--- src/rtl/mac_col_mk_pkg.sv ---
// Shared constants and types for the multi-key systolic MAC column.
package mac_col_mk_pkg;
  localparam int INST_LOAD_BIT = 0;
  localparam int INST_EXEC_BIT = 1;

  typedef logic [1:0] inst_t;

  // Key-select width for a bank of n slots; never narrower than one bit.
  function automatic int ksel_w(input int n);
    return (n > 1) ? $clog2(n) : 1;
  endfunction

  localparam int KSEL_W = ksel_w(2);
endpackage

--- src/rtl/mac_col_mk_dot_pipe.sv ---
// Signed pr-lane dot product, MAC_LAT register stages, valid shifted alongside.
// MAC_COL_RELU_EN: clamp negative sums to zero in the final register.
module mac_dot_pipe #(
  parameter int bw      = 8,
  parameter int pr      = 8,
  parameter int bw_psum = 2*bw+6,
  parameter int MAC_LAT = 2
) (
  input  logic                      clk,
  input  logic                      rst_n,
  input  logic                      vld_i,
  input  logic [pr*bw-1:0]          a_i,
  input  logic [pr*bw-1:0]          b_i,
  output logic                      vld_o,
  output logic signed [bw_psum-1:0] res_o
);
  localparam int SUM_W   = 2*bw + $clog2(pr) + 1;
  localparam int ACC_W   = (SUM_W > bw_psum) ? SUM_W : bw_psum;
  localparam int SUM_STG = (MAC_LAT == 1) ? 1 : 2;
  localparam int NDLY    = MAC_LAT - SUM_STG;

  logic [MAC_LAT:1] vld_q;
  logic [MAC_LAT:0] vld_pipe;
  assign vld_pipe = {vld_q, vld_i};

  always_ff @(posedge clk or negedge rst_n) begin
    if (!rst_n) vld_q <= '0;
    else        vld_q <= vld_pipe[MAC_LAT-1:0];
  end

  logic signed [2*bw-1:0] prod_c [pr];
  logic signed [2*bw-1:0] prod_s [pr];

  for (genvar l = 0; l < pr; l++) begin : g_lane
    assign prod_c[l] = (2*bw)'($signed(a_i[l*bw +: bw])) * (2*bw)'($signed(b_i[l*bw +: bw]));
  end

  // With one stage the whole MAC is combinational into the output register.
  if (MAC_LAT == 1) begin : g_noprod
    assign prod_s = prod_c;
  end else begin : g_prod
    logic signed [2*bw-1:0] prod_q [pr];
    always_ff @(posedge clk or negedge rst_n) begin
      if (!rst_n) for (int l = 0; l < pr; l++) prod_q[l] <= '0;
      else if (vld_pipe[0]) prod_q <= prod_c;
    end
    assign prod_s = prod_q;
  end

  logic [ACC_W-1:0] sum_c;
  always_comb begin
    sum_c = '0;
    for (int l = 0; l < pr; l++)
      sum_c = sum_c + {{(ACC_W-2*bw){prod_s[l][2*bw-1]}}, prod_s[l]};
  end

  logic [ACC_W-1:0] fin_c;
  if (NDLY == 0) begin : g_nodly
    assign fin_c = sum_c;
  end else begin : g_dly
    logic [ACC_W-1:0] dly_q [NDLY];
    always_ff @(posedge clk or negedge rst_n) begin
      if (!rst_n) for (int i = 0; i < NDLY; i++) dly_q[i] <= '0;
      else begin
        dly_q[0] <= sum_c;
        for (int i = 1; i < NDLY; i++) dly_q[i] <= dly_q[i-1];
      end
    end
    assign fin_c = dly_q[NDLY-1];
  end

  logic [ACC_W-1:0] fin_r;
  always_comb begin
    fin_r = fin_c;
`ifdef MAC_COL_RELU_EN
    if (fin_c[ACC_W-1]) fin_r = '0;
`endif
  end

  // Result register only loads on a valid beat so out holds between executes.
  logic [bw_psum-1:0] res_q;
  always_ff @(posedge clk or negedge rst_n) begin
    if (!rst_n)                     res_q <= '0;
    else if (vld_pipe[MAC_LAT-1])   res_q <= fin_r[bw_psum-1:0];
  end

  assign res_o = $signed(res_q);
  assign vld_o = vld_pipe[MAC_LAT];
endmodule

--- src/rtl/mac_col_mk.sv ---
// Systolic MAC column with an NKEY-slot stationary key bank and pipelined dot product.
// MAC_COL_RELU_EN: when defined, out is clamped to zero for negative sums.
module mac_col_mk import mac_col_mk_pkg::*; #(
  parameter int bw      = 8,
  parameter int pr      = 8,
  parameter int bw_psum = 2*bw+6,
  parameter int col_id  = 0,
  parameter int NCOL    = 8,
  parameter int NKEY    = 2,
  parameter int MAC_LAT = 2
) (
  input  logic                       clk,
  input  logic                       reset,
  input  inst_t                      i_inst,
  input  logic [pr*bw-1:0]           q_in,
  input  logic [ksel_w(NKEY)-1:0]    key_sel,
  output inst_t                      o_inst,
  output logic [pr*bw-1:0]           q_out,
  output logic signed [bw_psum-1:0]  out,
  output logic                       fifo_wr,
  output logic                       load_done
);
  localparam int KW    = ksel_w(NKEY);
  localparam int CNT_W = (NCOL > 1) ? $clog2(NCOL) : 1;

  inst_t                        inst_q;
  logic [KW-1:0]                sel_q, sel_mac_q, sel_eff;
  logic [pr*bw-1:0]             query_q, key_cur;
  logic                         exec_q, load_prev_q;
  logic [CNT_W-1:0]             cnt_q, cnt_d;
  logic [KW-1:0]                slot_q, slot_d;
  logic                         done_q, done_d, key_we;
  logic [NKEY-1:0][pr*bw-1:0]   key_q;

  always_ff @(posedge clk or negedge reset) begin
    if (!reset) begin
      inst_q      <= '0;
      sel_q       <= '0;
      sel_mac_q   <= '0;
      query_q     <= '0;
      exec_q      <= 1'b0;
      load_prev_q <= 1'b0;
    end else begin
      inst_q      <= i_inst;
      sel_q       <= key_sel;
      exec_q      <= inst_q[INST_EXEC_BIT];
      load_prev_q <= inst_q[INST_LOAD_BIT];
      if (inst_q != '0) begin
        query_q   <= q_in;
        sel_mac_q <= sel_q;
      end
    end
  end

  // Load walks cnt over the columns once per slot; the falling edge of load re-arms.
  always_comb begin
    cnt_d  = cnt_q;
    slot_d = slot_q;
    done_d = done_q;
    key_we = 1'b0;
    if (load_prev_q && !inst_q[INST_LOAD_BIT]) begin
      cnt_d  = '0;
      slot_d = '0;
      done_d = 1'b0;
    end else if (inst_q[INST_LOAD_BIT] && !done_q) begin
      key_we = (cnt_q == CNT_W'(col_id));
      if (cnt_q == CNT_W'(NCOL-1)) begin
        cnt_d = '0;
        if (slot_q == KW'(NKEY-1)) done_d = 1'b1;
        else                       slot_d = slot_q + 1'b1;
      end else begin
        cnt_d = cnt_q + 1'b1;
      end
    end
  end

  always_ff @(posedge clk or negedge reset) begin
    if (!reset) begin
      cnt_q  <= '0;
      slot_q <= '0;
      done_q <= 1'b0;
      key_q  <= '0;
    end else begin
      cnt_q  <= cnt_d;
      slot_q <= slot_d;
      done_q <= done_d;
      if (key_we) key_q[slot_q] <= q_in;
    end
  end

  assign sel_eff = (int'(sel_mac_q) < NKEY) ? sel_mac_q : '0;
  assign key_cur = key_q[sel_eff];

  mac_dot_pipe #(
    .bw(bw), .pr(pr), .bw_psum(bw_psum), .MAC_LAT(MAC_LAT)
  ) u_dot (
    .clk   (clk),
    .rst_n (reset),
    .vld_i (exec_q),
    .a_i   (query_q),
    .b_i   (key_cur),
    .vld_o (fifo_wr),
    .res_o (out)
  );

  assign o_inst    = inst_q;
  assign q_out     = query_q;
  assign load_done = done_q;
endmodule
--- config.mk ---
export PLATFORM = sky130hd
export DESIGN_NAME = mac_col_mk
export DESIGN_NICKNAME = d
export VERILOG_FILES = /design/src/rtl/mac_col_mk_pkg.sv /design/src/rtl/mac_col_mk_dot_pipe.sv /design/src/rtl/mac_col_mk.sv
export SDC_FILE = /design/constraint.sdc
export NUM_CORES = 2
export LEC_CHECK = 0
export ABC_CLOCK_PERIOD_IN_PS = 5390
export CAP_MARGIN = 20
export CELL_PAD_IN_SITES_DETAIL_PLACEMENT = 2
export CELL_PAD_IN_SITES_GLOBAL_PLACEMENT = 2
export CORE_AREA = 3 3 260 390
export CTS_CLUSTER_SIZE = 25
export DETAILED_ROUTE_END_ITERATION = 10
export DIE_AREA = 0 0 263 393
export PLACE_DENSITY_LB_ADDON = 0.1
export SKIP_LAST_GASP = 1
export SLEW_MARGIN = 20
export SYNTH_ARGS = -nofsm -noshare
export SYNTH_HDL_FRONTEND = slang
export SYNTH_SLANG_ARGS = --single-unit
--- constraint.sdc ---
create_clock -name clk -period 5.39 [get_ports clk]
set_input_delay 1.078 -clock clk [delete_from_list [all_inputs] [get_ports clk]]
set_output_delay 1.078 -clock clk [all_outputs]
set_load 0.02 [all_outputs]
==> results by group <==
Run status
  – Status: finished, violations left
  – Violated checks: setup timing

Setup path
  – Setup Crit Path Kind: flop to flop
  – Worst path required time: 5.91 ns
  – Critical Path Max Stage Delay: 0.50 ns
  – Crit Path Max Fanout: 3
  – Crit-path cells: ha_2 -> inv_2 -> fa_2 -> nor2b_4 -> o31ai_4 -> a211o_1 -> a31oi_4 -> buf_4 -> xor2_2 -> fa_1 -> inv_1 -> fa_1 -> fa_2 -> fa_1 -> inv_1 -> ha_1 -> and3_4 -> nand4_1 -> a211oi_2 -> buf_4 -> o31a_1 -> or3_1 -> a31oi_1
  – CP arrival: 6.25 ns
  – Crit path max-delay cell type: fa_1
  – Most used cell, CP: fa_1
  – Crit end category: flop
  – Kind of start point of the critical path: flop

Synthesis
  – Post-synthesis sequential area ratio: 0.238
  – Synth warn: 0
  – Post-synthesis xor/xnor area fraction: 0.0251
  – Largest family of logic cells by synthesized area: adder cells
  – Syn avg cell area: 10.6 µm²
  – Yosys reg bits: 355
  – Syn Nets: 4396
  – Multiplexer area fraction after synthesis: 0.0979
  – Ys async rst share: 1.00
  – Cell variety after synth: 66
  – Synthesized-area fraction occupied by adder cells: 0.375
  – Number of enable flip-flop cells after synthesis: 0
  – Post-synthesis simple-gate area fraction: 0.115
  – Gate count of the mapped netlist: 3525
  – Most used DFF post-synth: dfrtp_1
  – Post-synthesis instance area: 37300 µm²
  – Post-synthesis compound-gate area fraction: 0.0753

Finish
  – Share of cells above drive strength 1: 0.255
  – Layout Cells excl Fill: 5311
  – Antenna Cells: 0
  – Layout fillers: 9997
  – Layout area overhead: 24.6%
  – Final instance area: 46500 µm²
  – Nets: 4862

Route
  – 1st-iter DRT viols: 725
  – Antenna Violating Nets Remaining: 0
  – Post-Route WL: 120 mm
  – Drt pass-1 iters: 4
  – Via-to-Cell Ratio: 5.13
  – Routed len/inst: 22.5 µm
  – DRC: 0
  – Via count: 27300

Die
  – DIE AREA: 103000 µm²
  – I/O pin cnt: 159
  – Vert. Die Dim: 393 µm
  – Initial Utilization: 0.379
  – Chip width: 263 µm
  – Std-Cell Rows: 141
  – Floorplan Core Area: 98400 µm²

STA
  – Final setup fails: 12
  – Fmax: 175 MHz
  – Max Slew Vio Count: 0
  – Worst Skew: 0.0232 ns
  – Worst-case hold slack: 0.495 ns
  – Min cycle time layout: 5.73 ns
  – Unrepaired setup endpoints after global routing: true
  – Worst Setup Slack, final: -0.336 ns
  – Period Utilization, post-route: 1.06
  – Worst-Margin Slew: 0.873 ns
  – Hold Fails Final Rpt: 0
  – Rel. slew slack: 0.418

Clocking
  – CTS tree: yes
  – Count of clock tree sinks: 355
  – Reg clk slew, reported paths: 0.07 ns
  – CTS Buffer Depth: 3
  – CTS H-tree depth: 2
  – Skew-Pair Late Insertion Delay: 0.60 ns
  – Clock Root Buffer: clkbuf_16
  – TritonCTS Buffers: 42

Global route
  – GRT Total Usage: 0.226
  – Initial antenna violation count: 0
  – Grt ovf: 0
  – Largest net degree at the start of global routing: 94
  – Vias in the first global route: 33300
  – First-pass GRT wire length: 185 mm

Placed design
  – Placed Cells: 5164
  – GPL Wtd Cong: 0.878
  – Placed cell areas: 42400 µm²
  – HPWL after detailed placement: 92.3 mm
  – PortBufs: 158
  – Worst slack, placed: -0.492 ns

Job
  – Max-cap viol count: 0

Hold path
  – Min-delay worst type: flop to flop
-- path summary, 6_finish.rpt --
| check | cells after the start | slack [ns] | end | from |
|---|---|---|---|---|
| max | 23 | -0.34 | u_dot.res_o[20] | u_dot.g_prod.prod_q[96] |
| min | 1 | 0.50 | sel_eff | sel_q |
| max reg2reg | 23 | -0.34 | u_dot.res_o[20] | u_dot.g_prod.prod_q[96] |
| min reg2reg | 1 | 0.50 | sel_eff | sel_q |
| max in group asynchronous | 2 | 3.79 | u_dot.g_prod.prod_q[86] | reset |
| min in group asynchronous | 1 | 0.51 | key_q[98] | reset |
-- through the flow --
step                      setup TNS [ns]   util
after floorplan                        0      -
after global placement             -1.93  0.430
after detailed placement           -6.06  0.430
after CTS                          -3.17  0.452
after global routing               -6.42  0.472
final                              -2.44  0.472
-- cells in the final DEF (no fill, tap or decap), types with 25 or more instances in the layout --
cell / count
a211oi_1: 28
a21o_1: 28
a21oi_1: 25
and2_1: 45
buf_4: 285
buf_6: 26
clkbuf_16: 47
clkdlybuf4s50_1: 157
dfrtp_1: 353
fa_1: 519
ha_1: 224
ha_4: 35
inv_1: 644
mux2_2: 267
nand2_1: 172
nand2b_1: 48
nor2_1: 74
nor2b_1: 248
nor3_1: 30
o21a_1: 31
o21ai_0: 74
or2_2: 54
or3_1: 27
xnor2_1: 81
-- per-layer routing --
layer  share of wire  wire length (µm)  track usage  vias to the layer above
li1                -                 -            -                    12300
met5               0                 0            0                        -
met3           0.018              2150       0.0177                      172
met1            0.35             42100        0.232                    14500
met4           0.042              4980       0.0764                        0
met2            0.59             70400        0.472                      305
-- flip-flops by register name (all words and copies together) (netlist names) --
| register | flops |
|---|---|
| cnt_q | 3 |
| exec_q | 1 |
| key_q | 128 |
| load_done | 1 |
| load_prev_q | 1 |
| o_inst | 2 |
| q_out | 64 |
| sel_eff | 1 |
| sel_q | 1 |
| slot_q | 1 |
| u_dot.g_prod.prod_q | 128 |
| u_dot.res_o | 22 |
| u_dot.vld_q | 2 |
-- Yosys cell counts, types with 11 or more instances --
library cell    n  area (µm²)
a211oi_1       47         353
a21o_1         29         218
a21oi_1        49         245
a31oi_1        23         144
and2_1         45         282
and3_1         13        81.3
buf_2          11        55.1
clkbuf_1       46         173
dfrtp_1       355        8880
fa_1          528       10600
ha_1          274        3430
inv_1         665        2500
mux2_2        280        3150
mux2i_1        50         500
nand2_1       183         687
nand2b_1       52         325
nand3_1        19        95.1
nor2_1         81         304
nor2b_1       267        1670
nor3_1         37         185
o211ai_1       12        90.1
o21a_1         31         233
o21ai_0        91         455
o21bai_1       11        82.6
o2bb2ai_1      15         131
o31ai_1        16         120
or2_2          55         344
or3_1          29         181
xnor2_1        95         832
xor2_1         12         105
-- critical path, delay by kind of cell (launching register included) --
family                     cells  cell delay [ns]
buffers and inverters          5             0.47
DFF                            1             0.36
adders and majority gates      7             2.79
AOI/OAI and AO/OA              6             1.16
and+or+nand+nor                4             0.80
xor gates and xnor gates       1             0.06
-- cell families after synthesis --
group | after synthesis
AOI/OAI and AO/OA | 404
adders and majority gates | 802
DFF | 355
buffers and inverters | 730
and+or+nand+nor | 797
xor gates and xnor gates | 107
muxes | 330
-- what timing repair did --
item	CTS	global route
hold buffers	0	0
gates resized for setup	96	309
buffers inserted	19	51
gates cloned	2	2
setup endpoints to repair	31	59
pin swaps	41	146
-- final cells by class --
class | count | area, µm² | share of cell area
clock buffers | 62 | 1290 | 0.0277
inverters | 665 | 2500 | 0.0537
clock inverters | 15 | 174 | 0.00374
repair buffers | 487 | 4410 | 0.0948
flip-flops and latches | 355 | 8890 | 0.191
multi-input cells | 2440 | 27600 | 0.594
well taps | 1287 | 1610 | 0.0346
Power is not shown: default switching activity piles up to over one toggle a cycle in this logic, so the estimate is an artifact.
